## src/rtl/rgb_gray_converter.sv

```systemverilog
// -----------------------------------------------------------------------------
// rgb_gray_converter
//
// Consumes the R,G,B byte stream from the frame store's read port. Each 3-byte
// pixel becomes one 8-bit luma value. That value goes to the next stage over a
// valid/ready handshake. The frame store is throttled through 'pause'. A
// one-cycle 'gray_done' pulse follows the handshake of the last pixel of a
// frame.
//
// Luma = (WR*R + WG*G + WB*B + 128) >> 8, with the weights in Q0.8.
//
// Optional feature macro: GRAY_BINARIZE_EN
//   When defined, the output is binarized against THRESH (8'hFF / 8'h00).
//   THRESH exists as a parameter only in that build.
//
// Ports
//   clk         in   1  clock, rising edge
//   rst         in   1  synchronous reset, active high
//   gray_enable in   1  start or continue conversion
//   data_in     in   8  RGB byte from frame store, order R,G,B per pixel
//   data_valid  in   1  data_in holds a valid byte
//   pause       out  1  registered; 1 = frame store must hold its address
//   gray_out    out  8  luma pixel
//   gray_valid  out  1  gray_out holds a valid pixel
//   gray_ready  in   1  downstream accepts gray_out
//   gray_done   out  1  one-cycle pulse after the last pixel is accepted
// -----------------------------------------------------------------------------
module rgb_gray_converter #(
  parameter int N      = 480,
  parameter int M      = 320,
  parameter int WR     = 77,
  parameter int WG     = 150,
  parameter int WB     = 29
`ifdef GRAY_BINARIZE_EN
  ,
  parameter int THRESH = 128
`endif
) (
  input  logic       clk,
  input  logic       rst,
  input  logic       gray_enable,
  input  logic [7:0] data_in,
  input  logic       data_valid,
  output logic       pause,
  output logic [7:0] gray_out,
  output logic       gray_valid,
  input  logic       gray_ready,
  output logic       gray_done
);

  localparam int TOTAL = N * M;
  localparam int CW    = (TOTAL > 1) ? $clog2(TOTAL) : 1;

  typedef enum logic [2:0] {
    IDLE,
    GET_R,
    GET_G,
    GET_B,
    CALC,
    OUT
  } state_t;

  state_t        state;
  state_t        state_nxt;
  logic [7:0]    r_q;
  logic [7:0]    g_q;
  logic [7:0]    b_q;
  logic [CW-1:0] pix_cnt;

  logic          in_get;
  logic          consume;
  logic          handshake;
  logic          last_pix;
  logic [7:0]    luma;
  logic [7:0]    pix_val;

  // pause is a registered function of the state. It is 0 only in GET_x. The
  // pause term is therefore redundant with in_get. It is kept so that the
  // acceptance rule reads exactly as the store sees it.
  assign in_get    = state inside {GET_R, GET_G, GET_B};
  assign consume   = data_valid && !pause && in_get;
  assign handshake = (state == OUT) && gray_ready;
  assign last_pix  = (pix_cnt == CW'(TOTAL - 1));

  // The weights sum to 256, so the 17-bit sum never exceeds 65408. Bits
  // [15:8] are the rounded luma. No saturation is needed.
  assign luma = 8'((17'(WR) * 17'(r_q) + 17'(WG) * 17'(g_q)
                  + 17'(WB) * 17'(b_q) + 17'd128) >> 8);

`ifdef GRAY_BINARIZE_EN
  assign pix_val = (luma >= 8'(THRESH)) ? 8'hFF : 8'h00;
`else
  assign pix_val = luma;
`endif

  // NOTE: every output of a combinational block gets a default before the
  // case statement. A path that leaves it unassigned would infer a latch.
  always_comb begin
    state_nxt = state;
    case (state)
      IDLE:  if (gray_enable) state_nxt = GET_R;
      GET_R: if (consume)     state_nxt = GET_G;
      GET_G: if (consume)     state_nxt = GET_B;
      GET_B: if (consume)     state_nxt = CALC;
      CALC:                   state_nxt = OUT;
      OUT: begin
        if (handshake) begin
          // After the last pixel of a frame, or when the controller has
          // withdrawn enable, the FSM parks in IDLE and waits.
          state_nxt = (last_pix || !gray_enable) ? IDLE : GET_R;
        end
      end
      default:                state_nxt = IDLE;
    endcase
  end

  // NOTE: sequential state uses non-blocking assignments only. Every register
  // then samples pre-edge values, whatever the statement order.
  always_ff @(posedge clk) begin
    if (rst) begin
      state      <= IDLE;
      pause      <= 1'b1;
      gray_out   <= 8'h00;
      gray_valid <= 1'b0;
      gray_done  <= 1'b0;
      pix_cnt    <= '0;
      // NOTE: the capture registers are cleared as well. A reset mid-pixel
      // then leaves no stale R/G that could leak into the next result.
      r_q        <= 8'h00;
      g_q        <= 8'h00;
      b_q        <= 8'h00;
    end else begin
      state      <= state_nxt;
      pause      <= !(state_nxt inside {GET_R, GET_G, GET_B});
      gray_valid <= (state_nxt == OUT);
      gray_done  <= handshake && last_pix;

      if (consume && state == GET_R) r_q <= data_in;
      if (consume && state == GET_G) g_q <= data_in;
      if (consume && state == GET_B) b_q <= data_in;

      if (state == CALC) gray_out <= pix_val;

      if (handshake) pix_cnt <= last_pix ? '0 : pix_cnt + CW'(1);
    end
  end

endmodule

```

## config.mk

```make
export PLATFORM = sky130hd
export DESIGN_NAME = rgb_gray_converter
export DESIGN_NICKNAME = d
export VERILOG_FILES = /design/src/rtl/rgb_gray_converter.sv
export SDC_FILE = /design/constraint.sdc
export NUM_CORES = 1
export LEC_CHECK = 0
export BUFFER_PORTS_ARGS = -buffer_cell sky130_fd_sc_hd__buf_2
export CAP_MARGIN = 20
export CORE_MARGIN = 4
export CORE_UTILIZATION = 52
export CTS_BUF_LIST = sky130_fd_sc_hd__clkbuf_4 sky130_fd_sc_hd__clkbuf_8 sky130_fd_sc_hd__clkbuf_16
export DETAILED_ROUTE_END_ITERATION = 12
export PLACE_DENSITY = 0.79
export SYNTH_ARGS = -nofsm -noshare
export SYNTH_HDL_FRONTEND = slang
export SYNTH_SLANG_ARGS = --single-unit
```

## constraint.sdc

```tcl
create_clock -name clk -period 6.3 [get_ports clk]
set_clock_uncertainty 0.05 [all_clocks]
set_input_delay 0.945 -clock clk [delete_from_list [all_inputs] [get_ports clk]]
set_output_delay 0.945 -clock clk [all_outputs]
set_load 0.03 [all_outputs]
```

; After elaboration in Yosys (flattened, before gate mapping)
; Index checks and enable logic that the tools add are counted.
[word_totals]
ff_bits = 56
in_bits = 13
out_inout_bits = 11
word_cells = 48
[classes]
n_addsub = 4
mul = 3
eq_ne = 10
mux = 8
reduce_logical = 14
[ops]
columns = op, n
row1 = 7-bit by 8-bit multiplier with 15-bit output (first input constant), 2
row2 = 18-bit by 1-bit adder with 18-bit output (second input constant), 1
row3 = 18-bit equality test (second input constant), 1
row4 = 18-bit 2-to-1 mux, 1
row5 = 3-bit one-hot mux with 6 select lines, 1
row6 = 15-bit by 16-bit adder with 16-bit output, 1
row7 = 16-bit by 13-bit adder with 16-bit output, 1
row8 = 16-bit by 8-bit adder with 16-bit output (second input constant), 1
row9 = 3-bit 2-to-1 mux, 5
row10 = 5-bit by 8-bit multiplier with 13-bit output (first input constant), 1
row11 = 3-bit by 2-bit equality test with 1-bit output (second input constant), 4
row12 = 3-bit equality test (second input constant), 3
row13 = 1-bit logical AND, 7
row14 = 3-bit by 1-bit equality test with 1-bit output (second input constant), 2
row15 = 3-bit nonzero test, 2
row16 = 1-bit zero test, 3
row17 = 3-bit zero test, 1
row18 = 1-bit logical OR, 1
row19 = 1-bit 2-to-1 mux, 1

; Longest topological paths before layout
; Gate-level depths: netlist of the first run.
[logic_depth]
ltp_word = 8
ltp_mapped = 28

; Worst setup path after synthesis of the first run
; Ideal clock, no wire load.
[synth_path]
kind = flip-flop to flip-flop
start = reg g_q[4]
end = reg gray_out[7]
setup_ns = 0.079
arrival_time_ns = 6.275
setup_slack_ns = -0.105
path_stages_with_launch = 23
n_path_buf = 0
period_less_slack_ns = 6.405
path_cell_list = dfxtp_1 > ha_1 > ha_1 > inv_1 > fa_1 > fa_1 > inv_1 > ha_1 > xnor2_1 > fa_1 > fa_1 > inv_1 > fa_1 > inv_1 > fa_1 > ha_1 > ha_1 > o211a_1 > a221o_1 > a31oi_1 > o211ai_2 > xnor2_1 > a211oi_2
[synth_via]
elab_chain_cells = 4
[synth_lines]
columns = item, line
row1 = from (decl), 66  ; logic [7:0] g_q;
row2 = from (signal assigned), 139  ; if (consume && state == GET_G) g_q <= data_in;
row3 = 7-bit by 8-bit multiplier with 15-bit output, 87  ; assign luma = 8'((17'(WR) * 17'(r_q) + 17'(WG) * 17'(g_q)
row4 = 15-bit by 16-bit adder with 16-bit output, 87
row5 = 16-bit by 13-bit adder with 16-bit output, 88  ; + 17'(WB) * 17'(b_q) + 17'd128) >> 8);
row6 = 16-bit by 8-bit adder with 16-bit output, 88
row7 = to (signal assigned), 142  ; if (state == CALC) gray_out <= pix_val;
row8 = to (decl), 45  ; output logic [7:0] gray_out,
; Every way passes these cells.
; A chain may end at the register's enable or synchronous reset.

; Worst setup path in the final report of the first run
[layout_path]
start = reg g_q[1]
end = reg gray_out[5]
; Same word-level chain as after synthesis.

==> results.py, run 1 <==
metrics = {
    "yosys": {
        "syn_inst": 583,
        "synth_edf_count": 0,
        "async_flop_share_pct": 0,
        "ys_warn_count": 0,
        "ys_types": 53,
        "synth_nets": 747,
        "synth_ff_type": "dfxtp_1",
        "ys_ff_latch": 56,
        "synth_area_sq_um": 5492,
        "syn_area_per_cell_sq_um": 9.419,
        "seq_area_frac_synth_pct": 20.41,
    },
    "grt": {
        "antenna_found_initial": 0,
        "grt_usage_pct": 18.52,
        "grt_pass1_vias": 4174,
        "grt_overflow": 0,
        "grt_max_degree": 42,
        "grt_pass1_wl_um": 18890,
    },
    "clock_tree": {
        "max-clock-path-buffers": 2,
        "clk_pin_slew_ns": 0.11,
        "clockRootBuffer": "clkbuf_8",
        "cts_tree": "yes",
        "hold_buffers": 0,
        "worst_skew_pair.late_latency_ns": 0.32,
        "cts_buffers": 5,
        "h-tree-depth": 2,
        "clock-sinks": 56,
    },
    "min_path": {
        "holdPathStages": 2,
        "hp-start": "gray_out[6]$_SDFFE_PP0N_",
        "hold_class": "reg2reg",
    },
    "power": {
        "ir_drop_mv": 0.09136,
        "p_total_w": 0.0006951,
        "p_leak_nw": 3.280,
        "powerDensity_nw_per_um2": 108.5,
    },
    "layout": {
        "diodes": 0,
        "layout_commonest_cell": "inv_1",
        "layout-drive-gt1-share_pct": 18.15,
        "syn_to_final_growth_pct": 16.68,
        "nNetsFinal": 791,
        "final_cell_mix": "inv_1 (103), ha_1 (76), nor2_1 (54)",
        "final_cells": 764,
    },
    "routing": {
        "drt-vias-per-instance": 5.373,
        "wl_met3_um": 400,
        "wl_per_cell_um": 15.55,
        "drt_pass1_iterations": 5,
        "via_count": 4105,
        "top_layer_used": "met4",
        "drc": 0,
        "ant_nets": 0,
        "routed_wl_um": 11880,
        "drt_iter0_drc": 276,
        "wl_met1_um": 5147,
        "wl_met2_um": 5998,
    },
    "critical_path": {
        "path_class": "reg2reg",
        "r2r-start": "g_q[1]$_SDFFE_PP0P_",
        "path_max_fanout": 5,
        "crit_start": "g_q[1]$_SDFFE_PP0P_",
        "cp-end-kind": "flop",
        "r2r_cells": 24,
        "cp-start-kind": "flop",
        "crit_arrival_ns": 6.54,
        "crit_required_ns": 6.51,
    },
    "timing": {
        "tightestPinTransition_ns": 0.7726,
        "setup_ws_ns": -0.03008,
        "hold_violations": 0,
        "min_period_ns": 6.330,
        "slew_headroom_pct": 48.50,
        "fmax_mhz": 158.0,
        "rsz0062_at_grt": "yes",
        "setup_viol": 3,
        "fin_crit_sh_pct": 100.5,
        "finalMaxSlewViolations": 0,
        "hold_ws_ns": 0.4102,
    },
    "floorplanning": {
        "start_util_pct": 53.19,
        "fp.dieW_um": 110.8,
        "std_cell_rows": 37,
        "die_h_um": 110.8,
        "io_pins": 24,
        "die_area_sq_um": 12270,
        "core_area_sq_um": 10320,
    },
    "placement": {
        "placed_cells": 749,
        "gp_congestion": 0.8655,
        "dpl.hpwl_um": 9054,
        "dp_slack_ns": -0.2226,
        "portBuffers": 23,
    },
    "outcome": {
        "outcome": "finished, violations left",
        "violations": "negative setup slack",
    },
    "flow_run": {
        "drv_cap": 0,
    },
}
==> path summary, 6_finish.rpt <==
check                        endpoint  slack, ns
max          gray_out[5]$_SDFFE_PP0N_      -0.03
min          gray_out[6]$_SDFFE_PP0N_       0.41
max reg2reg  gray_out[5]$_SDFFE_PP0N_      -0.03
min reg2reg  gray_out[6]$_SDFFE_PP0N_       0.41
==> flip-flops by register name, indices dropped and copies added, names as in the netlist <==
register,cells
pix_cnt,18
b_q,8
g_q,8
gray_out,8
r_q,8
state,3
gray_done,1
gray_valid,1
pause,1
==> cell type report <==
class,instances,area (sq um)
multi-input combinational,407,4263
inverter,108,405.4
timing repair buffer,49,321.6
tap,136,170.2
sequential,56,1132
fill,803,3916
clock buffer,6,76.32
clock inverter,2,38.79
==> worst max-delay path: stages, from the launching register on <==
cell	delay, ns
dfxtp_1	0.56
ha_4	0.27
ha_4	0.28
ha_4	0.21
ha_4	0.26
a21oi_4	0.20
buf_6	0.13
nor2b_4	0.03
o21a_1	0.20
nor2_4	0.16
xnor2_4	0.13
fa_1	0.44
fa_1	0.51
inv_2	0.04
fa_1	0.52
inv_2	0.04
fa_1	0.55
ha_4	0.22
ha_4	0.21
o211a_1	0.11
a221o_2	0.40
a21o_1	0.21
a31oi_1	0.21
o311ai_2	0.13
a21oi_1	0.17
==> stage by stage <==
stage          utilization, %  instance area, sq um   TNS, ns
2_1_floorplan               -                  5534         0
3_3_place_gp            57.24                  5909   -0.2253
3_5_place_dp            57.24                  5909   -0.8085
4_1_cts                 59.52                  6145         0
5_1_grt                 62.07                  6407   -0.8634
6_report                62.07                  6407  -0.07443
==> cell usage after synthesis (7+ instances only) <==
cell type    n  area [sq um]
xnor2_1     17         148.9
clkbuf_1     8         30.03
ha_1        96          1201
xor2_1      16         140.1
a21oi_1     19         95.09
nand3_1     14         70.07
mux2i_1     23         230.2
dfxtp_1     56          1121
inv_1      108         405.4
nor2b_1      7         43.79
nor2_1      56         210.2
fa_1        55          1101
nand2_1     23         86.33
==> power breakdown <==
| part | switching, W | internal, W | total (W) |
|---|---|---|---|
| clock network | 0.000129 | 0.000125 | 0.000254 |
| logic | 0.0000452 | 0.0000339 | 0.0000791 |
| registers | 0.00000628 | 0.000356 | 0.000362 |
==> timing repair <==
action                                  4_1_cts  5_1_grt
resized for setup                            11       40
endpoints found under the setup margin        6        7
pin swaps                                    19       38
endpoints found under the hold margin         0        0
buffers inserted                              4        3
cloned                                        0        0
==> cell families (layout without fill, tap and decap cells) <==
family | count (synthesis) | after routing | synth area share (%)
fa+ha+maj | 151 | 151 | 41.92
flops | 56 | 56 | 20.41
mux | 23 | 23 | 4.192
xor+xnor | 33 | 33 | 5.263
compound gates | 60 | 60 | 7.542
buf+inv | 120 | 165 | 8.339
simple gates | 140 | 140 | 12.33
==> routing by layer <==
metal	GRT usage, %	vias up
met2	32.48	80
met1	23.34	2007
met5	0	-
met3	2.620	27
li1	-	1991
met4	6.240	0
Power figures use the tool's default switching activity.
==> run 2: changes to the inputs <==
GPL_TIMING_DRIVEN = 0   (was default)
TNS_END_PERCENT = 20   (was default)
==> results.py, run 2 (synthesized netlist as in run 1, its figures left out) <==
metrics = {
    "outcome": {
        "outcome": "complete, no violations",
    },
    "timing": {
        "fin_crit_sh_pct": 99.48,
        "tns_ns": 0,
        "finalMaxSlewViolations": 0,
        "tightestPinTransition_ns": 0.7179,
        "min_period_ns": 6.268,
        "rsz0062_at_grt": "yes",
        "setup_viol": 0,
        "slew_headroom_pct": 52.14,
        "fmax_mhz": 159.6,
        "hold_violations": 0,
    },
    "placement": {
        "place_area_sq_um": 5819,
        "placed_cells": 742,
        "portBuffers": 23,
        "dpl.hpwl_um": 8954,
        "gp_congestion": 0.8619,
    },
    "min_path": {
        "hp-start": "gray_out[2]$_SDFFE_PP0N_",
        "hold_class": "reg2reg",
        "whs_endpoint": "gray_out[2]$_SDFFE_PP0N_",
        "holdPathStages": 2,
    },
    "power": {
        "p_total_w": 0.0006420,
        "sequentialPowerShare_pct": 55.8,
        "pwr-share-comb_pct": 12.2,
        "p_leak_nw": 3.237,
        "ir_drop_mv": 0.1005,
        "p_sw_w": 0.0001766,
        "powerDensity_nw_per_um2": 102.3,
        "swShare_pct": 27.51,
        "p_int_w": 0.0004654,
        "p_clk_share_pct": 32.1,
    },
    "critical_path": {
        "r2r_end": "gray_out[5]$_SDFFE_PP0N_",
        "crit_arrival_ns": 6.41,
        "r2r_setup_slack_ns": 0.03,
        "path_depth": 22,
        "cp_cell_sequence": "ha_4 -> ha_4 -> inv_2 -> fa_1 -> fa_1 -> inv_2 -> ha_4 -> xnor2_4 -> fa_1 -> fa_1 -> inv_1 -> fa_1 -> inv_1 -> fa_1 -> ha_4 -> ha_4 -> o211a_1 -> a221o_2 -> a21oi_2 -> o21ai_2 -> o311ai_2 -> a21oi_1",
        "r2r_cells": 22,
        "path_max_fanout": 5,
        "crit_path_max_incr_delay_ns": 0.52,
        "crit_path_top_delay_cell": "fa_1",
        "crit_required_ns": 6.45,
        "cp-start-kind": "flop",
        "path_class": "reg2reg",
        "path_common_cell": "fa_1",
        "cp-end-kind": "flop",
        "cp.buffers_inverters": 4,
        "crit_family": "adder cells",
        "r2r-start": "g_q[4]$_SDFFE_PP0P_",
    },
    "layout": {
        "multi_input_area_sq_um": 4194,
        "final_cells": 763,
        "top_register": "pix_cnt",
        "seq_area_sq_um": 1147,
        "post-route-util_pct": 60.77,
        "syn_to_final_growth_pct": 14.24,
        "largest_reg_flops": 18,
        "layout-drive-gt1-share_pct": 15.63,
        "layout_commonest_cell": "inv_1",
        "nNetsFinal": 790,
        "final_cell_mix": "inv_1 (105), ha_1 (80), fa_1 (55)",
        "stdcell_area_sq_um": 6274,
        "fillers": 829,
        "diodes": 0,
    },
    "routing": {
        "routed_wl_um": 11450,
        "drt_iter0_drc": 186,
        "via_count": 4047,
        "drt-vias-per-instance": 5.304,
        "wl_per_cell_um": 15.01,
        "drt_pass1_iterations": 4,
        "drc": 0,
        "ant_nets": 0,
    },
    "floorplanning": {
        "fp.dieW_um": 110.8,
        "std_cell_rows": 37,
        "start_util_pct": 53.19,
        "die_h_um": 110.8,
        "core_area_sq_um": 10320,
        "die_area_sq_um": 12270,
        "io_pins": 24,
    },
    "clock_tree": {
        "clk_pin_slew_ns": 0.10,
        "clockRootBuffer": "clkbuf_8",
        "hold_buffers": 0,
        "worst_skew_pair.late_latency_ns": 0.32,
        "clock-sinks": 56,
        "max-clock-path-buffers": 2,
        "cts_tree": "yes",
        "h-tree-depth": 2,
        "cts_buffers": 5,
    },
    "grt": {
        "grt_pass1_wl_um": 19950,
        "grt_usage_pct": 19.49,
        "grt_max_degree": 19,
        "grt_overflow": 0,
        "grt_pass1_vias": 4336,
        "antenna_found_initial": 0,
    },
    "flow_run": {
        "drv_cap": 0,
    },
}
[run 2: cell count changes in the layout (fill, tap and decap cells not counted), moves of 3 or more]
cell | previous run | this run
buf_4 | 23 | 14
clkbuf_1 | 0 | 7
dfxtp_4 | 2 | 7
ha_4 | 20 | 15
ha_1 | 76 | 80
buf_2 | 23 | 26
buf_6 | 3 | 0
dfxtp_2 | 3 | 0
[run 2: power groups by stage]
stage	logic (W)	registers [W]	clock network, W
finish	0.0000780	0.000358	0.000206
detailed placement	0.0000722	0.000369	0
global placement	0.0000696	0.000369	0
CTS	0.0000776	0.000359	0.000209
floorplan	0.0000503	0.000369	0
global route	0.0000905	0.000359	0.000223
[run 2: what timing repair did]
item	CTS	global route
pin swaps	34	17
endpoints found under the hold margin	0	0
endpoints found under the setup margin	6	6
setup buffers	11	2
gates resized for setup	30	16
[run 2: final cells by class]
class | instances | area share, %
multi-input combinational | 407 | 66.85
sequential | 56 | 18.29
inverter | 108 | 6.462
timing repair buffer | 36 | 3.391
tap | 136 | 2.712
clock buffer | 5 | 1.097
buffer | 12 | 0.8576
clock inverter | 3 | 0.3391
[run 2: per-stage QoR]
| stage | hold slack [ns] | setup slack [ns] |
|---|---|---|
| 2_1_floorplan | 0.4212 | 0.004798 |
| 3_3_place_gp | 0.3863 | -0.4882 |
| 3_5_place_dp | 0.3979 | -0.5791 |
| 4_1_cts | 0.4101 | -0.002246 |
| 5_1_grt | 0.4341 | -0.1651 |
| 6_report | 0.4106 | 0.03247 |
[run 2: worst max path at each step]
stage / startpoint / to / slack, ns
finish: g_q[4]$_SDFFE_PP0P_ / gray_out[5]$_SDFFE_PP0N_ / 0.03
CTS: g_q[6]$_SDFFE_PP0P_ / gray_out[5]$_SDFFE_PP0N_ / -0.002
detailed placement: g_q[3]$_SDFFE_PP0P_ / gray_out[7]$_SDFFE_PP0N_ / -0.58
floorplan: g_q[3]$_SDFFE_PP0P_ / gray_out[7]$_SDFFE_PP0N_ / 0.005
global placement: g_q[3]$_SDFFE_PP0P_ / gray_out[7]$_SDFFE_PP0N_ / -0.49
global route: g_q[3]$_SDFFE_PP0P_ / gray_out[5]$_SDFFE_PP0N_ / -0.17
[run 2: layer usage]
| layer | GRT usage, % | wire length [um] |
|---|---|---|
| met5 | 0 | 0 |
| met3 | 2.238 | 271 |
| met4 | 7.061 | 259 |
| met1 | 24.37 | 4990 |
| met2 | 34.59 | 5931 |
[run 2: worst min-delay path: cells and delay by family, from the launching register on]
| family | cells | cell delay (ns) |
|---|---|---|
| AND/OR/NAND/NOR | 1 | 0.05 |
| AO/OA/AOI/OAI | 1 | 0.05 |
| flip-flops | 1 | 0.32 |
